==> src/rtl/decode_stage.sv <==
// Decode stage: 2-entry skid FIFO of decoded fields with a RUN/DRAIN/HALTED
// control FSM and a saturating issued-instruction counter.
module decode_stage #(
    parameter int CNT_W = 8
) (
    input  logic             clk,
    input  logic             rst,
    input  logic             in_valid,
    input  logic [19:0]      in_instr,
    output logic             in_ready,
    output logic             out_valid,
    input  logic             out_ready,
    output logic [1:0]       out_op,
    output logic [5:0]       out_src1,
    output logic [5:0]       out_src2,
    output logic [5:0]       out_dst,
    input  logic             resume,
    output logic             halted,
    output logic [CNT_W-1:0] issued_cnt
);

    typedef enum logic [1:0] {RUN, DRAIN, HALTED} state_t;

    // Field order matches the instruction word, so a word casts straight in.
    typedef struct packed {
        logic [1:0] op;
        logic [5:0] src1;
        logic [5:0] src2;
        logic [5:0] dst;
    } entry_t;

    localparam logic [1:0] OP_HALT = 2'b11;

    state_t     state;
    entry_t     fifo_q [2];
    logic       wr_ptr;
    logic       rd_ptr;
    logic [1:0] count;

    logic       accept;
    logic       issue;
    logic       is_halt;
    logic       push;
    logic [1:0] count_after_issue;
    entry_t     head;

    // in_ready depends only on registered state, never on out_ready.
    assign in_ready          = (state == RUN) && (count != 2'd2);
    assign out_valid         = (count != 2'd0);
    assign accept            = in_valid && in_ready;
    assign issue             = out_valid && out_ready;
    assign is_halt           = (in_instr[19:18] == OP_HALT);
    assign push              = accept && !is_halt;
    assign count_after_issue = count - {1'b0, issue};

    assign head     = fifo_q[rd_ptr];
    assign out_op   = head.op;
    assign out_src1 = head.src1;
    assign out_src2 = head.src2;
    assign out_dst  = head.dst;

    always_ff @(posedge clk) begin
        if (rst) begin
            count     <= 2'd0;
            wr_ptr    <= 1'b0;
            rd_ptr    <= 1'b0;
            // NOTE: the two entries are reset so out_* read 0 after reset;
            // larger buffers would normally be left unreset.
            fifo_q[0] <= '0;
            fifo_q[1] <= '0;
        end else begin
            if (push) begin
                fifo_q[wr_ptr] <= entry_t'(in_instr);
                wr_ptr         <= ~wr_ptr;
            end
            if (issue) begin
                rd_ptr <= ~rd_ptr;
            end
            case ({push, issue})
                2'b10:   count <= count + 2'd1;
                2'b01:   count <= count - 2'd1;
                default: count <= count;
            endcase
        end
    end

    always_ff @(posedge clk) begin
        if (rst) begin
            issued_cnt <= '0;
        end else if (issue && (issued_cnt != {CNT_W{1'b1}})) begin
            issued_cnt <= issued_cnt + 1'b1;
        end
    end

    // halted is loaded alongside state so it is a flop, not a decode.
    always_ff @(posedge clk) begin
        if (rst) begin
            state  <= RUN;
            halted <= 1'b0;
        end else begin
            case (state)
                RUN: begin
                    if (accept && is_halt) begin
                        if (count_after_issue != 2'd0) begin
                            state <= DRAIN;
                        end else begin
                            state  <= HALTED;
                            halted <= 1'b1;
                        end
                    end
                end
                DRAIN: begin
                    if ((issue && count == 2'd1) || count == 2'd0) begin
                        state  <= HALTED;
                        halted <= 1'b1;
                    end
                end
                HALTED: begin
                    if (resume) begin
                        state  <= RUN;
                        halted <= 1'b0;
                    end
                end
                default: begin
                    state  <= RUN;
                    halted <= 1'b0;
                end
            endcase
        end
    end

endmodule

==> config.mk <==
export PLATFORM = sky130hd
export DESIGN_NAME = decode_stage
export DESIGN_NICKNAME = d
export VERILOG_FILES = /design/src/rtl/decode_stage.sv
export SDC_FILE = /design/constraint.sdc
export NUM_CORES = 1
export LEC_CHECK = 0
export BUFFER_PORTS_ARGS = -buffer_cell sky130_fd_sc_hd__buf_2
export CORE_MARGIN = 2
export CORE_UTILIZATION = 51
export CTS_BUF_LIST = sky130_fd_sc_hd__clkbuf_4 sky130_fd_sc_hd__clkbuf_8
export CTS_CLUSTER_DIAMETER = 50
export CTS_CLUSTER_SIZE = 12
export DETAILED_ROUTE_END_ITERATION = 7
export GPL_TIMING_DRIVEN = 0
export HOLD_SLACK_MARGIN = 0.06
export MAX_ROUTING_LAYER = met4
export PLACE_DENSITY = 0.78
export SLEW_MARGIN = 5
export SYNTH_ARGS = -nofsm -noshare
export SYNTH_HDL_FRONTEND = slang
export SYNTH_SLANG_ARGS = --single-unit
export TNS_END_PERCENT = 50
==> constraint.sdc <==
create_clock -name clk -period 2.4 [get_ports clk]
set_input_delay 0.12 -clock clk [delete_from_list [all_inputs] [get_ports clk]]
set_output_delay 0.12 -clock clk [all_outputs]
set_load 0.05 [all_outputs]
==> results.json, run 1 <==
{
  "initial_core_util": 0.523,
  "tritoncts": "yes",
  "maxCapViolations": 0,
  "rr_worst_depth": 6,
  "ys.flop_type": "edfxtp_1",
  "min_path_cells": 2,
  "overflow": 0,
  "path_cells": "inv_1 > ha_1 > nor4b_4 > nand2_4 > o21bai_2 > buf_8",
  "h-tree-depth": 2,
  "reg2reg_slack_ns": 0.34,
  "fin_worst_skew_ns": 0.0155,
  "crit_path_end_kind": "flip-flop",
  "cts-buffers-inserted": 5,
  "wirelength_um": 4500,
  "wl_per_cell_um": 13.1,
  "ys_ff_latch": 56,
  "drt-vias-per-instance": 5.05,
  "power.total_mw": 3.13,
  "syn-cell-area_sq_mm": 0.00265,
  "slew_headroom": 0.583,
  "die_area_sq_mm": 0.00580,
  "syn_nets": 238,
  "hold_viol": 0,
  "worstSkewPairLatency_ns": 0.31,
  "powerDensity_mw_per_mm2": 994,
  "synth_edf_count": 40,
  "period_share": 0.858,
  "drive_above_1_share": 0.366,
  "netlist.area_leader.share": 0.453,
  "stdcell_area_sq_mm": 0.00315,
  "post_cts_buffers": 0,
  "grt_pass1_vias": 1683,
  "first_pass_iters": 4,
  "cts_root_buffer": "clkbuf_8",
  "drc": 0,
  "clock_sinks": 56,
  "cp-start-kind": "flip-flop",
  "dpl.cell_count": 335,
  "ioPinCount": 56,
  "ant_nets": 0,
  "cp_data_required_time_ns": 2.41,
  "grt_max_degree": 18,
  "yosys_warnings": 0,
  "crit_path_start": "count[0]",
  "synth_top_cell_by_area": "edfxtp_1",
  "worst_slew_pin_slew_ns": 0.626,
  "dr.first_iter.drc_count": 87,
  "fin_crit_ns": 2.06,
  "area_delta_synth_final_pct": 18.7,
  "die_h_um": 76.1,
  "synth-compound-area-share": 0.0547,
  "crit_fanout": 15,
  "crit_path_max_incr_delay_ns": 0.42,
  "antenna_found_initial": 0,
  "finalNonFillerCells": 343,
  "synth_top_family_by_area": "simple AND/OR/NAND/NOR gates",
  "yosys.area_share.simple": 0.189,
  "path_delay_family": "flip-flops",
  "slew_viol_final": 0,
  "cp-endpoint": "fifo_q[1][9]",
  "hp-class": "input pin to flip-flop",
  "grt_usage": 0.169,
  "layout.nets": 302,
  "max_freq_mhz": 485,
  "dp_hpwl_um": 3250,
  "core_sq_mm": 0.00507,
  "r2r-start": "count[0]",
  "rsz0062_at_grt": "false",
  "synth_mux_area_frac": 0.0886,
  "status": "completed",
  "path_buf_inv": 2,
  "place_area_sq_mm": 0.00305,
  "syn_avg_cell_area_sq_um": 12.8,
  "setup-violations-final": 0,
  "synth_area_leaders": "edfxtp_1 45%, dfxtp_1 12%, and2_1 9.4%",
  "yosys.cell_types.count": 38,
  "grt_pass1_wl_um": 7550,
  "ir_drop_mv": 0.681,
  "yosys.area_share.adder": 0.0236,
  "criticalPathCategory": "flip-flop to flip-flop",
  "cts_hold_buf": 0,
  "synth_xor_area_frac": 0.0264,
  "synthArstFlopShare": 0,
  "clk_pin_slew_ns": 0.10,
  "critPathArrivalTime_ns": 2.07,
  "cts_resized": 0,
  "crit_cells": 6,
  "num_antenna_cells": 0,
  "ys_seq_area_frac": 0.573,
  "power.leakage_nw": 1.31,
  "cp_slowest_cell": "dfxtp_1",
  "gp_congestion": 0.755,
  "die_x_um": 76.1,
  "clockBufferDepth": 2,
  "syn_inst": 208,
  "port_buffers": 55,
  "vias": 1733,
  "r2r_end": "fifo_q[1][9]",
  "row_count": 26
}
[per-layer routing]
layer / track usage / vias up / part of all wire / routed length, um
met3: 0.0474 / 6 / 0.055 / 245
met5: - / - / 0 / 0
li1: - / 870 / - / -
met4: 0.0491 / 0 / 0.013 / 58
met1: 0.203 / 815 / 0.44 / 1990
met2: 0.279 / 42 / 0.49 / 2200
[registers in the layout (all words and copies together) (netlist names), named ones only]
signal      count
count           2
fifo_q         40
halted          1
issued_cnt      8
rd_ptr          1
state           2
wr_ptr          1
[stage by stage]
step	hold slack (ns)	setup WS [ns]	utilization	TNS, ns
after floorplan	0.296	-0.0804	-	-3.22
after global placement	0.407	-0.664	0.594	-26.08
after detailed placement	0.412	0.325	0.602	0
after CTS	0.0837	0.305	0.621	0
after global routing	0.0836	0.171	0.621	0
final	0.0876	0.340	0.621	0
[final cells by class]
| cell class | instances | area [sq um] |
|---|---|---|
| Buffer | 11 | 91.3 |
| Clock buffer | 6 | 82.6 |
| Clock inverter | 2 | 13.8 |
| Fill cell | 428 | 1920 |
| Inverter | 7 | 26.3 |
| Multi-Input combinational cell | 134 | 1020 |
| Sequential cell | 56 | 1520 |
| Tap cell | 70 | 87.6 |
| Timing Repair Buffer | 57 | 305 |
[placed cells by master, fill, tap and decap left out, types with 4 or more instances in the layout]
master / netlist / layout
xor2_1: 4 / 4
xnor2_1: 4 / 4
nor3_1: 5 / 5
edfxtp_1: 40 / 40
buf_2: 1 / 56
o21ai_0: 4 / 4
mux2_2: 20 / 20
nor2_1: 13 / 13
ha_1: 5 / 5
buf_6: 6 / 6
dfxtp_1: 16 / 16
clkbuf_8: 0 / 6
inv_1: 7 / 7
a21oi_1: 4 / 4
and2_1: 40 / 40
[synthesized netlist by cell type (3+ instances only)]
cell type  instances
buf_6              6
nor3_1             5
a31oi_1            3
o21bai_1           3
and2_1            40
a21oi_1            4
xor2_1             4
xnor2_1            4
ha_1               5
dfxtp_1           16
o21ai_0            4
a211oi_1           3
nor2_1            13
edfxtp_1          40
clkbuf_1           3
inv_1              7
mux2_2            20
[cell families after synthesis]
kind of cell | after synthesis
AOI/OAI and AO/OA | 22
DFF | 56
xor gates and xnor gates | 8
muxes | 21
and+or+nand+nor | 78
adders and majority gates | 5
buffers and inverters | 18
[worst reg2reg max path, stage by stage (launching register included)]
cell,delay [ns]
dfxtp_1,0.42
inv_1,0.10
ha_1,0.25
nor4b_4,0.27
nand2_4,0.14
o21bai_2,0.37
buf_8,0.23
[worst min-delay path by stage]
stage                             from            end
final                      in_instr[4]   fifo_q[0][4]
after global routing       in_instr[6]   fifo_q[0][6]
after CTS                  in_instr[4]   fifo_q[0][4]
after detailed placement   in_instr[7]   fifo_q[1][7]
after global placement    in_instr[17]  fifo_q[1][17]
after floorplan                 resume         halted
[power breakdown]
group	internal (mW)	switching (mW)	leakage (nW)	total (mW)
logic	0.431	0.904	0.709	1.34
clock network	0.236	0.296	0.0516	0.532
registers	1.20	0.0605	0.551	1.26
total	1.87	1.26	1.31	3.13
Note: power is estimated with default switching activity, not from simulation.
==> run 2: changes to the inputs <==
- GPL_TIMING_DRIVEN: 0 -> unset
- PLACE_DENSITY: 0.78 -> unset
- PLACE_DENSITY_LB_ADDON: unset -> 0.2
==> run 2 against run 1 <==
Net effect: final cell count is 2.3% lower; critical path depth did not move; non-clock buffer count down 8; fmax is 4.8% higher; largest cell class unchanged.
==> results.json, run 2 (synthesis results as in run 1) <==
{
  "first_pass_iters": 4,
  "cts_resized": 0,
  "drc": 0,
  "num_antenna_cells": 0,
  "period_share": 0.819,
  "wl_per_cell_um": 13.6,
  "gp_congestion": 0.806,
  "preCtsSetupSlack_ns": 0.468,
  "crit_fanout": 7,
  "core_sq_mm": 0.00507,
  "initial_core_util": 0.523,
  "die_h_um": 76.1,
  "hp-class": "input pin to flip-flop",
  "h-tree-depth": 2,
  "layout.nets": 294,
  "die_area_sq_mm": 0.00580,
  "ir_drop_mv": 0.751,
  "cp_slowest_cell": "nor2b_1",
  "clock_sinks": 56,
  "vias": 1708,
  "crit_path_max_incr_delay_ns": 0.45,
  "grt_pass1_wl_um": 7570,
  "worstSkewPairLatency_ns": 0.31,
  "antenna_found_initial": 0,
  "overflow": 0,
  "cts-buffers-inserted": 5,
  "reg_top3": "fifo_q x40, issued_cnt x8",
  "critPathArrivalTime_ns": 2.15,
  "max_freq_mhz": 509,
  "finalHoldWorstSlack_ns": 0.0956,
  "grt_usage": 0.169,
  "r2r_end": "issued_cnt[7]",
  "die_x_um": 76.1,
  "timing.final.ws_setup_ns": 0.435,
  "cts_hold_buf": 0,
  "grt_max_degree": 21,
  "rsz0062_at_grt": "false",
  "status": "completed",
  "rr_worst_depth": 6,
  "final_cell_mix": "55 x buf_2, 40 x and2_1, 40 x edfxtp_1",
  "min_path_cells": 2,
  "clk_pin_slew_ns": 0.10,
  "final_common_cell": "buf_2",
  "r2r-start": "count[0]",
  "grt_pass1_vias": 1682,
  "hold_viol": 0,
  "wirelength_um": 4570,
  "area_delta_synth_final_pct": 15.2,
  "drive_above_1_share": 0.358,
  "fin_crit_ns": 1.97,
  "crit_path_start": "count[0]",
  "cp-endpoint": "issued_cnt[7]",
  "criticalPathCategory": "flip-flop to flip-flop",
  "cts_root_buffer": "clkbuf_8",
  "slew_viol_final": 0,
  "row_count": 26,
  "dp_hpwl_um": 3030,
  "powerDensity_mw_per_mm2": 1010,
  "reg2reg_slack_ns": 0.43,
  "cp-start-kind": "flip-flop",
  "post_cts_buffers": 0,
  "maxCapViolations": 0,
  "setup_tns_ns": 0,
  "setup-violations-final": 0,
  "ant_nets": 0,
  "ioPinCount": 56,
  "port_buffers": 55,
  "clockBufferDepth": 2,
  "largest_register_ffs": 40,
  "cp_data_required_time_ns": 2.58,
  "worst_slew_pin_slew_ns": 0.529,
  "path_cells": "inv_1 > ha_1 > nor2b_1 > nand4_1 > o41ai_1 > a21oi_1",
  "drt-vias-per-instance": 5.10,
  "tritoncts": "yes",
  "fin_worst_skew_ns": 0.00506,
  "slew_headroom": 0.647,
  "regMostFlops": "fifo_q",
  "crit_path_end_kind": "flip-flop",
  "power.leakage_nw": 1.27,
  "dr.first_iter.drc_count": 68,
  "fillCellCount": 419
}
run 2: cell count changes in the layout (fill, tap and decap cells not counted), sizes merged:
| cell | delta |
|---|---|
| clkinv | +2 |
| inv | -1 |
| clkbuf | -4 |
| buf | -5 |
run 2: metrics by stage:
step                      power [mW]  std cells  utilization  cell area [sq um]
after floorplan                 2.35        208            -               2650
after global placement          2.58        327        0.585               2970
after detailed placement        2.59        327        0.585               2970
after CTS                       3.10        335        0.603               3060
after global routing            3.23        335        0.603               3060
final                           3.08        335        0.603               3060
run 2: routing by layer:
metal | share of wire | vias up | GRT usage
li1 | - | 853 | -
met1 | 0.44 | 796 | 0.198
met2 | 0.51 | 55 | 0.290
met3 | 0.050 | 4 | 0.0415
met4 | 0.0068 | 0 | 0.0491
met5 | 0 | - | -
run 2: where the power goes:
part           switching [mW]  internal (mW)  leakage, nW
combinational           0.886          0.404        0.669
sequential             0.0730           1.20        0.551
clock                   0.304          0.204       0.0479
run 2: cell type report:
cell class / instances / area, sq um / share of cell area
flip-flops and latches: 56 / 1520 / 0.498
repair buffers: 60 / 313 / 0.102
multi-input cells: 134 / 1020 / 0.334
well taps: 70 / 87.6 / 0.0286
clock buffers: 5 / 68.8 / 0.0225
inverters: 7 / 26.3 / 0.00859
clock inverters: 3 / 18.8 / 0.00614
run 2: worst min path at each step:
stage | startpoint | endpoint
3_5_place_dp | in_instr[3] | fifo_q[1][3]
5_1_grt | in_instr[4] | fifo_q[1][4]
3_3_place_gp | in_instr[13] | fifo_q[0][13]
4_1_cts | in_instr[14] | fifo_q[1][14]
2_1_floorplan | resume | halted
6_report | in_instr[14] | fifo_q[1][14]
run 2: worst max-delay path, delay by kind of cell (launching register included):
| family | cells | cell delay, ns |
|---|---|---|
| AO/OA/AOI/OAI | 2 | 0.39 |
| adder cells (fa/ha/maj) | 1 | 0.25 |
| buffers and inverters | 1 | 0.09 |
| AND/OR/NAND/NOR | 2 | 0.68 |
| flip-flops | 1 | 0.43 |
==> run 3: changes to the inputs <==
- clock period: 2.4 -> 1.6 ns (I/O delays scaled with it)
==> run 3 against run 2 <==
Net effect: the run now ends with negative setup slack left; register-to-register slack lost 0.49 ns; routed wire length rose by 3.7%; largest cell class unchanged; critical path type unchanged; critical endpoint is now fifo_q[0][2]; final area increased by 9.2%; die area unchanged; worst setup slack worse by 0.49 ns.
==> results.json, run 3 (synthesis results as in run 1) <==
{
  "cts-buffers-inserted": 5,
  "period_share": 1.03,
  "drive_above_1_share": 0.450,
  "dp_hpwl_um": 3230,
  "grt_max_degree": 21,
  "cp-start-kind": "flip-flop",
  "worstSkewPairLatency_ns": 0.30,
  "die_h_um": 76.1,
  "first_pass_iters": 4,
  "clk_pin_slew_ns": 0.09,
  "crit_path_start": "count[0]",
  "setup-violations-final": 41,
  "clockBufferDepth": 2,
  "drt-vias-per-instance": 5.01,
  "wl_per_cell_um": 13.5,
  "hold_viol": 0,
  "cp-endpoint": "fifo_q[0][2]",
  "crit_path_max_incr_delay_ns": 0.37,
  "row_count": 26,
  "reg2reg_slack_ns": -0.05,
  "dr.first_iter.drc_count": 61,
  "final_util": 0.658,
  "final_common_cell": "buf_2",
  "worst_slew_pin_slew_ns": 0.427,
  "slew_viol_final": 0,
  "gp_congestion": 0.763,
  "overflow": 0,
  "failed_checks": "negative setup slack",
  "top_layer_used": "met4",
  "path_cells": "inv_4 > ha_4 > nor4b_4 > nand2_4 > o21bai_4 > buf_12",
  "hp-class": "input pin to flip-flop",
  "grt_usage": 0.167,
  "tritoncts": "yes",
  "reg_top3": "fifo_q x40, issued_cnt x8",
  "crit_fanout": 20,
  "criticalPathCategory": "flip-flop to flip-flop",
  "port_buffers": 55,
  "antenna_found_initial": 0,
  "cts_root_buffer": "clkbuf_8",
  "wirelength_um": 4740,
  "grt_pass1_wl_um": 7710,
  "multiInputGateArea_sq_mm": 0.00110,
  "largest_register_ffs": 40,
  "ir_drop_mv": 1.28,
  "route.met2.wl_um": 2490,
  "ant_nets": 0,
  "fillCellCount": 420,
  "crit_cells": 6,
  "wl_met3_um": 161,
  "powerDensity_mw_per_mm2": 1500,
  "seqCellArea_sq_mm": 0.00153,
  "core_sq_mm": 0.00507,
  "max_freq_mhz": 604,
  "vias": 1755,
  "final_cell_mix": "54 x buf_2, 40 x edfxtp_1, 39 x and2_1",
  "fin_crit_ns": 1.65,
  "power.total_mw": 5.01,
  "cts_hold_buf": 0,
  "drc": 0,
  "initial_core_util": 0.523,
  "clock_sinks": 56,
  "die_x_um": 76.1,
  "finalHoldWorstSlack_ns": 0.0641,
  "grt_pass1_vias": 1718,
  "path_delay_family": "simple AND/OR/NAND/NOR gates",
  "status": "finished with violations",
  "die_area_sq_mm": 0.00580,
  "rsz0062_at_grt": "true",
  "fin_worst_skew_ns": 0.00518,
  "cp_data_required_time_ns": 1.61,
  "maxCapViolations": 0,
  "r2r_end": "fifo_q[0][2]",
  "h-tree-depth": 2,
  "power.leakage_nw": 1.38,
  "num_antenna_cells": 0,
  "slew_headroom": 0.715,
  "rr_worst_depth": 6,
  "layout.nets": 310,
  "r2r-start": "count[0]",
  "regMostFlops": "fifo_q",
  "area_delta_synth_final_pct": 25.8,
  "path_buf_inv": 2,
  "crit_path_end_kind": "flip-flop",
  "cp_slowest_cell": "dfxtp_4",
  "critPathArrivalTime_ns": 1.66,
  "ioPinCount": 56,
  "timing.final.ws_setup_ns": -0.0543,
  "wl_met1_um": 2030
}
[run 3: routing by layer]
| metal | track usage | vias to the layer above |
|---|---|---|
| li1 | - | 886 |
| met1 | 0.201 | 827 |
| met2 | 0.294 | 36 |
| met3 | 0.0273 | 6 |
| met4 | 0.0473 | 0 |
| met5 | - | - |
[run 3: what timing repair did]
item                       in CTS  in global routing
pin swaps                       5                  7
buffers inserted                0                  3
gates resized for setup         5                 13
setup endpoints to repair      87                 92
[run 3: how the worst min path moves through the flow]
| stage | startpoint | endpoint | slack [ns] | depth (start not counted) |
|---|---|---|---|---|
| 2_1_floorplan | resume | halted | 0.26 | 2 |
| 3_3_place_gp | resume | halted | 0.37 | 3 |
| 3_5_place_dp | in_instr[14] | fifo_q[1][14] | 0.37 | 2 |
| 4_1_cts | in_instr[14] | fifo_q[1][14] | 0.06 | 2 |
| 5_1_grt | in_instr[13] | fifo_q[1][13] | 0.07 | 2 |
| 6_report | resume | halted | 0.06 | 3 |
[run 3: worst min-delay path: cells and delay by family]
| family | cells | cell delay, ns |
|---|---|---|
| simple gates | 1 | 0.04 |
| buf+inv | 1 | 0.10 |
| compound gates | 1 | 0.10 |
[run 3: area by class of cell]
class / instances / share of cell area
Inverter: 7 / 0.00862
Clock inverter: 1 / 0.00150
Timing Repair Buffer: 76 / 0.154
Clock buffer: 6 / 0.0229
Sequential cell: 56 / 0.458
Tap cell: 70 / 0.0262
Multi-Input combinational cell: 134 / 0.329
[run 3: where the power goes]
group	switching [mW]	internal (mW)	total (mW)
combinational	1.45	0.900	2.36
sequential	0.107	1.82	1.93
clock	0.409	0.316	0.725
total	1.97	3.03	5.01
[run 3: metrics by stage]
| stage | area, sq um | setup WS [ns] | setup TNS (ns) | cells |
|---|---|---|---|---|
| floorplan | 2700 | -0.193 | -7.45 | 208 |
| global placement | 3160 | -0.0642 | -1.55 | 340 |
| detailed placement | 3160 | -0.113 | -3.95 | 340 |
| CTS | 3270 | -0.121 | -6.14 | 347 |
| global route | 3340 | -0.137 | -7.60 | 350 |
| finish | 3340 | -0.0543 | -1.49 | 350 |
